<file path="src/rtl/rf_seq_pkg.sv">
// rf_seq_pkg: shared constants and types for the register-file ALU sequencer.
//   DATA_W / ADDR_W : fixed register-file data and address widths.
//   OP_*            : micro-command opcode encodings carried on CMD_OP.
//   state_e         : sequencer FSM states.
package rf_seq_pkg;

  localparam int unsigned DATA_W = 4;
  localparam int unsigned ADDR_W = 2;

  localparam logic [0:1] OP_ADD = 2'b00;
  localparam logic [0:1] OP_SUB = 2'b01;
  localparam logic [0:1] OP_AND = 2'b10;
  localparam logic [0:1] OP_LDI = 2'b11;

  typedef enum logic [1:0] {
    StIdle  = 2'd0,
    StRead  = 2'd1,
    StCapt  = 2'd2,
    StWrite = 2'd3
  } state_e;

endpackage

</file>
<file path="src/rtl/rf_seq_alu.sv">
// rf_seq_alu: purely combinational 4-bit ALU for the register-file sequencer.
// Ports:
//   op_i     : opcode (ADD/SUB/AND/LDI)
//   a_i, b_i : source operands
//   imm_i    : immediate, used only by LDI
//   result_o : low 4 bits of the operation
//   carry_o  : ADD carry-out, SUB borrow (a < b), 0 otherwise
//   zero_o   : result equals zero
// All vectors are [0:N] with bit 0 as the MSB.
module rf_seq_alu
  import rf_seq_pkg::*;
(
  input  logic [0:1]        op_i,
  input  logic [0:DATA_W-1] a_i,
  input  logic [0:DATA_W-1] b_i,
  input  logic [0:DATA_W-1] imm_i,
  output logic [0:DATA_W-1] result_o,
  output logic              carry_o,
  output logic              zero_o
);

  // One extra bit on the left: wide[0] is the carry (ADD) or the borrow (SUB).
  logic [0:DATA_W] wide;

  always_comb begin
    wide    = '0;
    carry_o = 1'b0;
    unique case (op_i)
      OP_ADD: begin
        wide    = {1'b0, a_i} + {1'b0, b_i};
        carry_o = wide[0];
      end
      OP_SUB: begin
        // Wrap-around in the 5-bit space sets wide[0] exactly when a_i < b_i.
        wide    = {1'b0, a_i} - {1'b0, b_i};
        carry_o = wide[0];
      end
      OP_AND: begin
        wide = {1'b0, a_i & b_i};
      end
      OP_LDI: begin
        wide = {1'b0, imm_i};
      end
      default: begin
        wide = '0;
      end
    endcase
  end

  assign result_o = wide[1:DATA_W];
  assign zero_o   = (result_o == '0);

endmodule

</file>
<file path="src/rtl/rf_alu_sequencer.sv">
// rf_alu_sequencer: command-driven master of a 4-entry x 4-bit register file.
// Accepts one micro-command per valid/ready handshake, reads up to two source
// registers, runs them through rf_seq_alu and writes the result back.
// Ports:
//   CLK, RST_N                   : clock, synchronous active-low reset
//   CMD_VALID / CMD_READY        : command handshake (ready only in IDLE)
//   CMD_OP, CMD_RS, CMD_RT,
//   CMD_RD, CMD_IMM              : command fields
//   RS, RT / CRS, CRT            : register-file read address / read data
//                                  (data valid one cycle after address)
//   RW, DW, RG_WE                : register-file write address/data/strobe
//   DONE                         : one-cycle completion pulse, with RG_WE
//   CARRY, ZERO                  : flags of the last completed command
// Every output is a register; vectors are [0:N] with bit 0 as the MSB.
module rf_alu_sequencer
  import rf_seq_pkg::*;
(
  input  logic              CLK,
  input  logic              RST_N,
  input  logic              CMD_VALID,
  output logic              CMD_READY,
  input  logic [0:1]        CMD_OP,
  input  logic [0:ADDR_W-1] CMD_RS,
  input  logic [0:ADDR_W-1] CMD_RT,
  input  logic [0:ADDR_W-1] CMD_RD,
  input  logic [0:DATA_W-1] CMD_IMM,
  output logic [0:ADDR_W-1] RS,
  output logic [0:ADDR_W-1] RT,
  input  logic [0:DATA_W-1] CRS,
  input  logic [0:DATA_W-1] CRT,
  output logic [0:ADDR_W-1] RW,
  output logic [0:DATA_W-1] DW,
  output logic              RG_WE,
  output logic              DONE,
  output logic              CARRY,
  output logic              ZERO
);

  state_e state_q, state_d;

  // Latched command fields still needed after the IDLE cycle. Source
  // addresses go straight into the RS/RT registers; the immediate is consumed
  // in the accept cycle, so neither needs a separate latch.
  logic [0:1]        op_q;
  logic [0:ADDR_W-1] rd_q;

  // Output registers and their next-state values.
  logic              ready_q, ready_d;
  logic [0:ADDR_W-1] rs_q, rs_d;
  logic [0:ADDR_W-1] rt_q, rt_d;
  logic [0:ADDR_W-1] rw_q, rw_d;
  logic [0:DATA_W-1] dw_q, dw_d;
  logic              we_q, we_d;
  logic              done_q, done_d;
  logic              carry_q, carry_d;
  logic              zero_q, zero_d;

  logic              accept;
  logic              cmd_is_ldi;

  logic [0:1]        alu_op;
  logic [0:DATA_W-1] alu_result;
  logic              alu_carry;
  logic              alu_zero;

  assign accept     = CMD_VALID && ready_q;
  assign cmd_is_ldi = (CMD_OP == OP_LDI);

  // In IDLE the ALU sees the incoming opcode so an LDI can be written on the
  // very next cycle; in CAPT it sees the latched opcode and the live read data.
  // Capturing CRS/CRT is folded into the DW/flag registers loaded at the end
  // of CAPT, which is what lets the write land one cycle later.
  assign alu_op = (state_q == StIdle) ? CMD_OP : op_q;

  rf_seq_alu u_alu (
    .op_i     (alu_op),
    .a_i      (CRS),
    .b_i      (CRT),
    .imm_i    (CMD_IMM),
    .result_o (alu_result),
    .carry_o  (alu_carry),
    .zero_o   (alu_zero)
  );

  // ---------------------------------------------------------------------------
  // FSM: state register
  // ---------------------------------------------------------------------------
  always_ff @(posedge CLK) begin
    if (!RST_N) begin
      state_q <= StIdle;
    end else begin
      state_q <= state_d;
    end
  end

  // ---------------------------------------------------------------------------
  // FSM: next-state logic
  // ---------------------------------------------------------------------------
  always_comb begin
    state_d = state_q;
    unique case (state_q)
      StIdle: begin
        if (accept) begin
          state_d = cmd_is_ldi ? StWrite : StRead;
        end
      end
      StRead:  state_d = StCapt;
      StCapt:  state_d = StWrite;
      StWrite: state_d = StIdle;
      default: state_d = StIdle;
    endcase
  end

  // ---------------------------------------------------------------------------
  // FSM: output logic (next values of the registered outputs)
  // ---------------------------------------------------------------------------
  always_comb begin
    rs_d    = rs_q;
    rt_d    = rt_q;
    rw_d    = rw_q;
    dw_d    = dw_q;
    carry_d = carry_q;
    zero_d  = zero_q;
    we_d    = 1'b0;
    done_d  = 1'b0;
    // Ready is registered, so it is computed from where the FSM is going.
    ready_d = (state_d == StIdle);

    unique case (state_q)
      StIdle: begin
        if (accept) begin
          if (cmd_is_ldi) begin
            rw_d    = CMD_RD;
            dw_d    = alu_result;
            carry_d = alu_carry;
            zero_d  = alu_zero;
            we_d    = 1'b1;
            done_d  = 1'b1;
          end else begin
            rs_d = CMD_RS;
            rt_d = CMD_RT;
          end
        end
      end
      StCapt: begin
        rw_d    = rd_q;
        dw_d    = alu_result;
        carry_d = alu_carry;
        zero_d  = alu_zero;
        we_d    = 1'b1;
        done_d  = 1'b1;
      end
      default: begin
        // READ and WRITE only hold; the strobes fall back to 0 via defaults.
      end
    endcase
  end

  // ---------------------------------------------------------------------------
  // Output registers
  // ---------------------------------------------------------------------------
  always_ff @(posedge CLK) begin
    if (!RST_N) begin
      ready_q <= 1'b0;
      rs_q    <= '0;
      rt_q    <= '0;
      rw_q    <= '0;
      dw_q    <= '0;
      we_q    <= 1'b0;
      done_q  <= 1'b0;
      carry_q <= 1'b0;
      zero_q  <= 1'b0;
    end else begin
      ready_q <= ready_d;
      rs_q    <= rs_d;
      rt_q    <= rt_d;
      rw_q    <= rw_d;
      dw_q    <= dw_d;
      we_q    <= we_d;
      done_q  <= done_d;
      carry_q <= carry_d;
      zero_q  <= zero_d;
    end
  end

  // ---------------------------------------------------------------------------
  // Command latch
  // ---------------------------------------------------------------------------
  always_ff @(posedge CLK) begin
    if (!RST_N) begin
      op_q <= OP_ADD;
      rd_q <= '0;
    end else if (accept) begin
      op_q <= CMD_OP;
      rd_q <= CMD_RD;
    end
  end

  assign CMD_READY = ready_q;
  assign RS        = rs_q;
  assign RT        = rt_q;
  assign RW        = rw_q;
  assign DW        = dw_q;
  assign RG_WE     = we_q;
  assign DONE      = done_q;
  assign CARRY     = carry_q;
  assign ZERO      = zero_q;

endmodule

</file>
<file path="config.mk">
export PLATFORM = sky130hd
export DESIGN_NAME = rf_alu_sequencer
export DESIGN_NICKNAME = d
export VERILOG_FILES = /design/src/rtl/rf_seq_pkg.sv /design/src/rtl/rf_seq_alu.sv /design/src/rtl/rf_alu_sequencer.sv
export SDC_FILE = /design/constraint.sdc
export NUM_CORES = 1
export LEC_CHECK = 0
export CAP_MARGIN = 20
export CORE_ASPECT_RATIO = 0.8
export CORE_UTILIZATION = 51
export DETAILED_ROUTE_END_ITERATION = 10
export MAX_ROUTING_LAYER = met4
export PLACE_DENSITY = 0.85
export REMOVE_ABC_BUFFERS = 1
export SKIP_LAST_GASP = 1
export SYNTH_ARGS = -nofsm -noshare
export SYNTH_HDL_FRONTEND = slang
export SYNTH_HIERARCHICAL = 1
export SYNTH_SLANG_ARGS = --single-unit
</file>
<file path="constraint.sdc">
create_clock -name CLK -period 4.05 [get_ports CLK]
set_clock_uncertainty 0.05 [all_clocks]
set_input_delay 0.81 -clock CLK [delete_from_list [all_inputs] [get_ports CLK]]
set_output_delay 0.81 -clock CLK [all_outputs]
set_load 0.01 [all_outputs]
</file>
---- Word level (Yosys, flattened, before mapping) ----
Cells that the tools add are included.
storage, ports and cells
  flip-flop bits (word level) ............. 20
  word-level logic and storage cells ...... 53
cells by class
  add/sub/neg operators ................... 2
  equal/unequal tests ..................... 9
  muxes and demuxes ....................... 21
  bitwise gates (word level) .............. 2
  reductions and logical operators ........ 8
operators by type and width
  kind                  number
  $pmux W4 S4           1
  $eq A2 B2 Y1 const B  5
  $mux W2               5
  $mux W4               2
  $pmux W1 S2           4
  $pmux W2 S4           1
  $pmux W4 S2           1
  $logic_not A2 Y1      3
  $mux W1               6
  $reduce_and A3 Y1     2
  $add A4 B4 Y5         1
  $sub A4 B4 Y5         1
  $and A4 B4 Y4         1
  $eq A2 B1 Y1 const B  2
  $logic_not A4 Y1      1
  $ne A2 B2 Y1 const B  2
  $pmux W2 S2           1
  $reduce_bool A2 Y1    1
  $logic_and A1 B1 Y1   1
  $not A1 Y1            1

---- Longest topological paths before layout ----
Gate-level depths: netlist of the first run.
  word-level depth ........................ 8
  depth in mapped cells ................... 12
  gate-level depth less buffers ........... 10

---- By module ----
The synthesis of the first run kept the hierarchy.
modules (own cells, without submodules)
  module            times used  cells each  area an instance (um^2)  seq. area each (um^2)
  rf_alu_sequencer  1           102         900.9                    400.4
  rf_seq_alu        1           53          414.1                    0.0

---- Least setup slack after synthesis of the first run ----
Ideal clock, no wire load.
  path type ............................... input -> register
  start point ............................. input CRS[3] (netlist bit)
  end point ............................... register zero_q, in the netlist ZERO
  setup time .............................. 72 ps
  arrival time ............................ 2399 ps
  required time ........................... 3928 ps
  path slack .............................. 1529 ps
  stages .................................. 9
  buffers on the path ..................... 0
  cells stage by stage .................... inv_1 > ha_1 > fa_1 > inv_1 > mux4_2 > nor2_1 > o2111a_1 > nand2_1 > mux2i_1
between the ends
  longest elaborated chain between the ends .. 6
  elaborated cells between the ends (all ways) .. 8
RTL lines
  element                                                line                                RTL
  from (decl)                                            rf_alu_sequencer.sv:29              input logic [0:DATA_W-1] CRS,
  $sub A4 B4 Y5 / $add A4 B4 Y5 (equally long branches)  rf_seq_alu.sv:35, rf_seq_alu.sv:30
  $pmux W4 S4 (*)                                        rf_seq_alu.sv:28                    unique case (op_i)
  net alu_result, one bit                                rf_alu_sequencer.sv:62              logic [0:DATA_W-1] alu_result;
  $logic_not A4 Y1 (*)                                   rf_seq_alu.sv:51                    assign zero_o = (result_o == '0);
  net alu_zero                                           rf_alu_sequencer.sv:64              logic alu_zero;
  $mux W1                                                rf_alu_sequencer.sv:132             if (cmd_is_ldi) begin
  $mux W1                                                rf_alu_sequencer.sv:131             if (accept) begin
  $pmux W1 S2 (*)                                        rf_alu_sequencer.sv:129             unique case (state_q)
  to (signal assigned)                                   rf_alu_sequencer.sv:182             zero_q <= zero_d;
  to (decl)                                              rf_alu_sequencer.sv:56              logic zero_q, zero_d;
The timed path passes the listed nets; every way through them passes the cells marked *. The select of a mux whose other input is x is not followed.
A chain may end at the register's enable or synchronous reset.

---- Worst setup path in the final report of the first run ----
Same ends and word-level chain as after synthesis.

==> flow_results.org, run 1 <==
** Worst hold path
- The worst hold path terminates at rd_q[0].
- The worst hold path begins at rd_q[0].
- In this run the worst hold path is classified as flop to flop.
- The worst hold path passes through 2 cells.

** GRT
- The number of global-route vias before repair came to 1059.
- Initial antenna violation count :: 0
- Global-route wire length before repair :: 4440 um
- The total overflow left after global routing is 0.
- Across every metal layer, demand over resource in global routing totals 0.224.
- Entering global routing, the biggest net connects 19 pins.

** Routing
- The first routing iteration left 54 violations.
- The first detailed-routing pass ran for 4 iterations.
- Drt via density :: 5.36
- The detail route stage leaves a number of antenna-violating nets equal to 0.
- Wires add up to 2860 um.
- Via count :: 1189
- DRC violation count after routing :: 0
- Dividing the detail-routed wire length by the instance count gives 12.9 um.

** Placement
- At the end of routability-driven placement, the weighted congestion stood at 0.846.
- Buffers on Ports :: 37
- After detailed placement, the design holds a cell count of 219.
- Post-DP HPWL :: 2290 um

** STA
- Setup total negative slack on the finished layout was measured at 0 ps.
- Slew HR :: 0.589
- After layout, the minimum clock period comes to 2840 ps.
- Setup violations remaining at the end of the flow were counted as 0.
- For this run, the top clock speed supported by timing is 352 MHz.
- The number of endpoints with negative hold slack in the final report is 0.
- Portion of the clock cycle consumed by the worst path in the final layout :: 0.701
- Worst hold slack :: 411 ps
- Final count of pins violating max slew :: 0
- At the pin with the least slew margin, the transition time is 614 ps.
- Setup repair after global routing left no endpoint under its margin.

** Pwr
- Leakage dissipation :: 0.000723 uW
- Power spread over the standard cell area amounts to 422 nW/um^2.
- P_int :: 443 uW
- Of the total power, registers draw 0.357.
- Of the total power, the share spent switching nets is 0.379.
- Switching power :: 270 uW
- Fraction of power consumed by the clock network :: 0.127
- Power share of the combinational group :: 0.517
- Largest voltage drop on the vdd net :: 0.000207 V
- Overall power of the completed layout :: 712 uW

** Synthesis
- Library cell occupying the most area in the post-synthesis netlist :: sky130_fd_sc_hd__dfxtp_1
- Count of different cell masters after synthesis :: 37
- Synth Register Bits :: 20
- For this run, the number of Yosys warnings is 6.
- Proportion of synthesized chip area in sequential cells :: 0.304
- Of the total synthesized cell area, the portion taken by full adders, half adders and majority gates is 0.126.
- After technology mapping, the gate count stands at 155.
- Measured against the total synthesized area, the mux share comes to 0.136.
- Post-synthesis compound-gate area fraction :: 0.140
- Synth async-reset ratio :: 0
- Avg Cell Area, Syn :: 8.48 sq um
- Largest family of logic cells by synthesized area :: simple AND/OR/NAND/NOR gates
- Top cell type's share of synthesized area :: 0.304
- Primary FF master, synth :: sky130_fd_sc_hd__dfxtp_1
- Of the total synthesized cell area, the portion taken by XOR and XNOR cells is 0.00666.
- Cells taking the most area after synthesis :: sky130_fd_sc_hd__dfxtp_1, sky130_fd_sc_hd__ha_1, sky130_fd_sc_hd__mux2i_1, sky130_fd_sc_hd__nand2_1, sky130_fd_sc_hd__mux2_2
- Simple-gate portion of the synthesized area :: 0.205
- Number of synthesized flops with an enable pin :: 0
- Cell Area, Synth :: 1320 sq um

** Final layout
- Ratio of cells with drive above 1 in the final layout :: 0.0860
- Non-Filler Instances :: 222
- Relative to the synthesized area, the layout overhead comes to 28.4%.
- Measured on the finished design, the core utilization comes to 0.692.
- Net count of the finished layout :: 223
- Inserted Diodes :: 0

** Worst setup path
- In this run the worst path has a maximum fanout of 2.
- In this run the critical register-to-register path is launched from state_q[0].
- For the worst flop-to-flop path, the logic depth is 8.
- Worst reg2reg endpoint :: ZERO
- Data required, critical path :: 4230 ps
- The critical path in this run is classified as primary input to flop.
- Endpoint type of the worst setup path :: flop
- Kind of launch point of the worst setup path :: primary input
- Reg-to-reg setup timing slack :: 1660 ps
- STA puts the critical path data arrival time at 3020 ps.

** Clock tree
- Max Root-Sink Buffers :: 2
- In this run, CTS created clock tree buffers numbering 3.
- In this run, post-CTS hold repair placed 0 buffers.
- Number of instances resized during post-cts repair :: 0
- CTS sink cnt :: 20
- CTS tree :: yes
- Clock-pin slew was measured on the worst setup and hold paths at 100 ps.
- Once the clock tree was built, the setup fixing pass inserted 0 buffers.
- In this run the number of H-tree levels came out at 1.
- The cell sitting at the root of the clock tree is a sky130_fd_sc_hd__clkbuf_4.
- Clock latency on the worst-skew pair, taken at its later pin, is 300 ps.

** Run status
- The flow ran to the end, and the final reports show no timing, DRC or antenna violations.

** Floorplan
- From bottom edge to top edge, the die measures 47.4 um.
- Placeable core area :: 2440 sq um
- Row generation in the floorplan step produced 16 rows.
- Area of the die :: 2790 sq um
- The initial utilization of the core area, before any placement, comes to 0.538.
- The floorplan step set the die width to 58.8 um.
- Boundary Pins :: 38

** Job
- Max-cap violations in this run came to 0.
-- synth_stat cells (2+ instances only) --
library cell                n
sky130_fd_sc_hd__nor2_1     8
sky130_fd_sc_hd__clkbuf_1   2
sky130_fd_sc_hd__ha_1      10
sky130_fd_sc_hd__dfxtp_1   20
sky130_fd_sc_hd__nor2b_1    5
sky130_fd_sc_hd__nand2_1   26
sky130_fd_sc_hd__fa_1       2
sky130_fd_sc_hd__buf_2      3
sky130_fd_sc_hd__buf_6      3
sky130_fd_sc_hd__mux2i_1   10
sky130_fd_sc_hd__inv_1     12
sky130_fd_sc_hd__nand3_1   10
sky130_fd_sc_hd__mux2_2     5
sky130_fd_sc_hd__a21oi_1   10
sky130_fd_sc_hd__o21ai_0    7
-- power by group through the flow --
stage                     registers, uW  clock network [uW]  logic, uW
after floorplan                     263                   0        238
after global placement              256                   0        350
after detailed placement            258                   0        366
after CTS                           253                92.5        368
after global routing                257                99.6        405
final                               254                90.2        368
-- state kept, by name, summed over array words and instances, names as in the netlist --
name / cells
state_q: 2
op_q: 2
ZERO: 1
DW: 4
rd_q: 2
CARRY: 1
CMD_READY: 1
RT: 2
RW: 2
DONE: 1
RS: 2
-- worst max path at each step --
stage | start | endpoint | slack [ps]
5_1_grt | CRS[3] | ZERO | 1110
4_1_cts | CRS[3] | ZERO | 1220
2_1_floorplan | CRS[3] | ZERO | 1540
6_report | CRS[3] | ZERO | 1210
3_5_place_dp | CRS[3] | ZERO | 900
3_3_place_gp | CRS[3] | ZERO | 970
-- cell usage in the layout, fill, tap and decap left out, types with 2 or more instances in the layout --
cell type	count
sky130_fd_sc_hd__ha_1	10
sky130_fd_sc_hd__clkdlybuf4s50_1	37
sky130_fd_sc_hd__mux2i_1	10
sky130_fd_sc_hd__clkbuf_4	3
sky130_fd_sc_hd__inv_1	12
sky130_fd_sc_hd__o21ai_0	7
sky130_fd_sc_hd__nor2b_1	5
sky130_fd_sc_hd__nor2_1	8
sky130_fd_sc_hd__nand3_1	10
sky130_fd_sc_hd__nand2_1	26
sky130_fd_sc_hd__dfxtp_1	20
sky130_fd_sc_hd__mux2_2	5
sky130_fd_sc_hd__a21oi_1	10
sky130_fd_sc_hd__fa_1	2
-- worst max-delay path: stages --
cell	delay (ps)
sky130_fd_sc_hd__clkdlybuf4s50_1	470
sky130_fd_sc_hd__inv_1	50
sky130_fd_sc_hd__ha_1	240
sky130_fd_sc_hd__fa_1	490
sky130_fd_sc_hd__inv_1	40
sky130_fd_sc_hd__mux4_2	460
sky130_fd_sc_hd__nor2_1	110
sky130_fd_sc_hd__o2111a_1	190
sky130_fd_sc_hd__nand2_1	50
sky130_fd_sc_hd__mux2i_1	130
-- through the flow --
stage	setup WS, ps	area, sq um
finish	1210	1690
global route	1110	1690
floorplan	1540	1250
CTS	1220	1690
global placement	972	1670
detailed placement	901	1670
-- metal layers --
layer  GRT usage  up-vias  share of wire
met5           -        -              0
met4      0.0619        0          0.014
met3      0.0514        6          0.050
met2       0.407       38           0.50
met1       0.254      557           0.43
li1            -      588              -
-- final cells by class --
class                   count  area [sq um]
inverters                  12          45.0
multi-input cells         114           806
repair buffers             37           370
well taps                  36          45.0
fillers                   201           753
flip-flops and latches     20           400
clock buffers               3          22.5
-- logic make-up (layout without fill, tap and decap cells) --
kind of cell               after synthesis  after routing
muxes                                   16             16
buffers and inverters                   21             52
adders and majority gates               12             12
AOI/OAI and AO/OA                       28             28
xor gates and xnor gates                 1              1
and+or+nand+nor                         57             57
DFF                                     20             20
Note: power is estimated with default switching activity, not from simulation.
==> inputs of run 2 (changes only) <==
- CORE_UTILIZATION: 51 -> 47
- PLACE_DENSITY: 0.85 -> 0.79
- clock period: 4.05 -> 2.65 ns (I/O delays scaled with it)
==> run 2 against run 1 <==
Effect of this change: via count up 1.1%; sequential share of layout area fell by 1.1 points; final area rose by 4.9%; critical path depth stayed put; count of clock-buffer cells in the layout stayed put; flip-flop and latch count did not move.
==> flow_results.org, run 2 (synthesized netlist as in run 1, its figures left out) <==
** Run status
- Status :: complete, no violations

** Pwr
- Total power divided by cell area :: 689 nW/um^2
- The share of total power dissipated in the clock network is 0.205.
- Power share of the combinational group :: 0.478
- Proportion of power drawn by flip-flops and latches :: 0.316
- The worst-case IR drop observed on VDD is 0.000263 V.
- In this run the power spent charging and discharging nets is 424 uW.
- Leakage dissipation :: 0.000771 uW
- P_int :: 797 uW
- Switching part of the total :: 0.347

** Floorplan
- Starting density of the core :: 0.517
- X dimension of the die :: 61.1 um
- Die Y-Extent :: 49.3 um
- The floorplan step defined a die boundary enclosing 3010 sq um.
- The floorplan has 16 rows.
- Placeable core area :: 2540 sq um
- Boundary Pins :: 38

** STA
- Slew HR :: 0.750
- Final count of pins violating max slew :: 0
- Setup repair after global routing left no endpoint under its margin.
- Maximum operating frequency :: 389 MHz
- At the pin with the least slew margin, the transition time is 373 ps.
- Portion of the clock cycle consumed by the worst path in the final layout :: 0.970
- Final Hold Violating Endpoints :: 0
- The worst path in the final design needs a cycle of 2570 ps, including I/O delays and setup.
- Worst hold slack :: 410 ps
- Setup violations remaining at the end of the flow were counted as 0.

** Final layout
- Relative to the synthesized area, the layout overhead comes to 34.7%.
- In the final layout, the share of cells above drive strength 1 is 0.124.
- Most frequent standard cell in the layout excluding fill and tap cells :: sky130_fd_sc_hd__clkdlybuf4s50_1
- Net count of the finished layout :: 230
- The register with the most flip-flops in the layout has 4 of them.
- In the layout the commonest cells are sky130_fd_sc_hd__clkdlybuf4s50_1, sky130_fd_sc_hd__nand2_1, sky130_fd_sc_hd__dfxtp_1.
- Inserted Diodes :: 0
- The finished layout holds 230 standard cells, fillers aside.
- The filler cells instantiated in the layout total 212.

** Clock tree
- The number of hold buffers added after CTS was 0.
- Post-CTS timing repair inserted 0 buffers for setup.
- Max Root-Sink Buffers :: 2
- Buffers inserted during clock tree synthesis total 3.
- TritonCTS built the clock tree.
- CTS built an H-tree with a depth of 1.
- The later pin in the worst-skew pair is clocked with a latency of 310 ps.
- Clock Pin Slew Worst Setup and Hold Paths :: 110 ps
- Number of instances resized during post-cts repair :: 0
- CTS sink cnt :: 20
- In this run the clock root is driven by a sky130_fd_sc_hd__clkbuf_4.

** GRT
- The number of antenna violations at the first check in global routing came to 0.
- For this run, the total global-route usage over all layers was measured as 0.217.
- Global routing finished with a remaining overflow of 0.
- Global-route wire length before repair :: 4830 um
- Largest net degree at the start of global routing :: 19
- Via count of the first global-routing pass :: 1123

** Worst hold path
- Hold wc startpoint :: op_q[0]
- In this run the worst hold path is classified as flop to flop.

** Worst setup path
- Along the worst path, the maximum fanout reaches 2.
- Worst R2R Start :: state_q[0]
- Kind of launch point of the worst setup path :: primary input
- STA classifies the critical path endpoint as a flop.
- The critical path starts at CRS[3].
- Data on the critical path is required at its endpoint by 2840 ps.
- Worst Setup Path Type :: primary input to flop
- For the worst setup path, the data arrival time is 2760 ps.

** Routing
- In the final routed layout, each cell accounts on average for 12.2 um.
- After detailed routing, the number of vias per cell comes to 5.23.
- Sum of routed wire length over all layers :: 2810 um
- The detail route stage leaves a number of antenna-violating nets equal to 0.
- Detailed routing inserted a total of 1202 vias.
- After detailed routing, the number of remaining DRC violations is 0.
- The first detailed-routing pass took 5 iterations.
- DRT iter0 DRCs :: 43

** Job
- Max-cap check violation count :: 0

** Placement
- Counting tap cells, the placed design contains a total of 226 instances.
- Final GP Congestion :: 0.844
- The count of buffers added on input and output ports is 37.
- Post-DP HPWL :: 2270 um
-- run 2: worst paths after layout --
kind / endpoint / slack [ps] / cells after the start
setup reg to reg: ZERO / 500 / 10
setup / recovery: ZERO / 80 / 10
hold reg to reg: op_q[0] / 410 / 2
hold / removal: op_q[0] / 410 / 2
-- run 2: power groups by stage --
stage	combinational (uW)	sequential, uW	clock, uW
6_report	584	386	251
5_1_grt	653	393	265
4_1_cts	581	387	255
3_5_place_dp	579	393	0
3_3_place_gp	566	391	0
2_1_floorplan	364	402	0
-- run 2: critical path, stage by stage --
cell	delay [ps]
sky130_fd_sc_hd__clkdlybuf4s50_1	480
sky130_fd_sc_hd__inv_1	50
sky130_fd_sc_hd__ha_1	230
sky130_fd_sc_hd__fa_1	490
sky130_fd_sc_hd__inv_1	40
sky130_fd_sc_hd__mux4_2	460
sky130_fd_sc_hd__nor2_1	120
sky130_fd_sc_hd__o2111a_1	200
sky130_fd_sc_hd__nand2_1	50
sky130_fd_sc_hd__mux2i_1	120
-- run 2: area by class of cell --
class,instances,area (sq um),share of cell area
Multi-Input combinational cell,114,806,0.455
Clock buffer,3,22.5,0.0127
Clock inverter,1,30.0,0.0169
Tap cell,36,45.0,0.0254
Sequential cell,20,400,0.226
Inverter,12,45.0,0.0254
Timing Repair Buffer,44,423,0.239
-- run 2: through the flow --
step / area, sq um / TNS [ps] / setup slack (ps) / utilization / power (uW)
after floorplan: 1250 / 0 / 419 / - / 766
after global placement: 1720 / -128 / -128 / 0.676 / 957
after detailed placement: 1720 / -219 / -219 / 0.676 / 972
after CTS: 1770 / 0 / 89.3 / 0.697 / 1220
after global routing: 1770 / 0 / 20.4 / 0.697 / 1310
final: 1770 / 0 / 79.3 / 0.697 / 1220
-- run 2: routing by layer --
layer  up-vias  global-route usage  share of wire
met5         -                   -              0
li1        605                   -              -
met4         0              0.0758         0.0082
met3         4              0.0371          0.047
met1       559               0.290           0.49
met2        34               0.328           0.46
==> patch (flow settings as in run 2) <==
Take the reset off `dw_q` and load it in a clocked block of its own.
--- a/src/rtl/rf_alu_sequencer.sv
+++ b/src/rtl/rf_alu_sequencer.sv
@@ -167,3 +167,2 @@
       rw_q    <= '0;
-      dw_q    <= '0;
       we_q    <= 1'b0;
@@ -177,3 +176,2 @@
       rw_q    <= rw_d;
-      dw_q    <= dw_d;
       we_q    <= we_d;
@@ -183,2 +181,6 @@
     end
+  end
+
+  always_ff @(posedge CLK) begin
+    dw_q <= dw_d;
   end
Formal check against the unedited RTL: differs if RST_N is asserted again (counterexample within 4 cycles, from zero or initial values and one cycle with RST_N low); with RST_N held inactive, the same outputs for 10 cycles.
==> patch against run 2 <==
Total power is 11% lower. Highest routed layer unchanged. Area after synthesis grew 0.29%. Final area decreased by 3.2%. Sequential cell count did not move. Worst setup slack improved by 0.050 ns. Sequential power is 5.4% higher. Wire length increased by 5.4%. Sequential share of layout area increased by 3.1 points.
==> patch: results (changes against run 2) <==
mux share of post-synthesis cell area -> 10.5% (was 13.6%)
outcome -> completed (unchanged)
worst rel slew slack -> 59.3% (was 75.0%)
wl on met1 -> 1350 um (was 1370 um)
vias in the first global route -> 1107 (was 1123)
nonclk inv count -> 11 (was 12)
vias -> 1144 (was 1202)
via density per instance -> 5.37 (was 5.23)
met1 Use GR -> 28.7% (was 29.0%)
Reg2Reg Setup Slack -> 0.30 ns (was 0.50 ns)
hpwl dp -> 2380 um (was 2270 um)
Post-Synth XOR/XNOR Area -> 0.664% (was 0.666%)
synth unique cells -> 40 (was 37)
WHS -> 0.419 ns (was 0.410 ns)
Post-synth top cells -> nand2_1, dfxtp_1, ha_1, inv_1, nand3_1 (was nand2_1, dfxtp_1, inv_1)
fin crit share -> 95.1% (was 97.0%)
WL met3 -> 139 um (was 132 um)
met2 Use GR -> 35.5% (was 32.8%)
Final clock-cell share -> 1.53% (was 2.97%)
RePlAce Congestion -> 0.808 (was 0.844)
Multi-input gate area -> 769 sq um (was 806 sq um)
Max VDD drop -> 458 uV (was 263 uV)
Data buffer area share -> 22.9% (was 23.9%)
DP Cell Count -> 209 (was 226)
metal2 WL -> 1450 um (was 1280 um)
Leakage -> 0.683 nW (was 0.771 nW)
CP arrival -> 2.72 ns (was 2.76 ns)
Post-synth EDFFs -> 4 (was 0)
share of layout cells above drive strength 1 -> 12.4% (about the same)
sequential area share after synthesis -> 33.4% (was 30.4%)
DR pass1 iterations -> 4 (was 5)
dpl ws -> -0.227 ns (was -0.219 ns)
Util after Layout -> 67.5% (was 69.7%)
[patch: cell types whose count changed after synthesis, moves of 4 or more]
cell,run 2,this run
a21boi_0,0,6
a21oi_1,10,2
dfxtp_1,20,16
edfxtp_1,0,4
mux2i_1,10,6
nand2_1,26,18
[patch: report_power, final]
group,internal [mW],switching [mW],total (mW)
Combinational,0.268,0.263,0.531
Clock,0.0551,0.0961,0.151
Sequential,0.373,0.0336,0.407
Total,0.696,0.393,1.09
[patch: cell families (layout without fill, tap and decap cells)]
| family | after synthesis | count (layout) |
|---|---|---|
| AO/OA/AOI/OAI | 27 | 27 |
| XOR/XNOR | 1 | 1 |
| adder cells (fa/ha/maj) | 12 | 12 |
| buffers and inverters | 21 | 55 |
| flip-flops | 20 | 20 |
| multiplexers | 12 | 12 |
| AND/OR/NAND/NOR | 50 | 50 |
[patch: what timing repair did]
action | 4_1_cts | 5_1_grt
hold endpoints to repair | 0 | 0
resized for setup | 0 | 2
endpoints found under the setup margin | 0 | 1
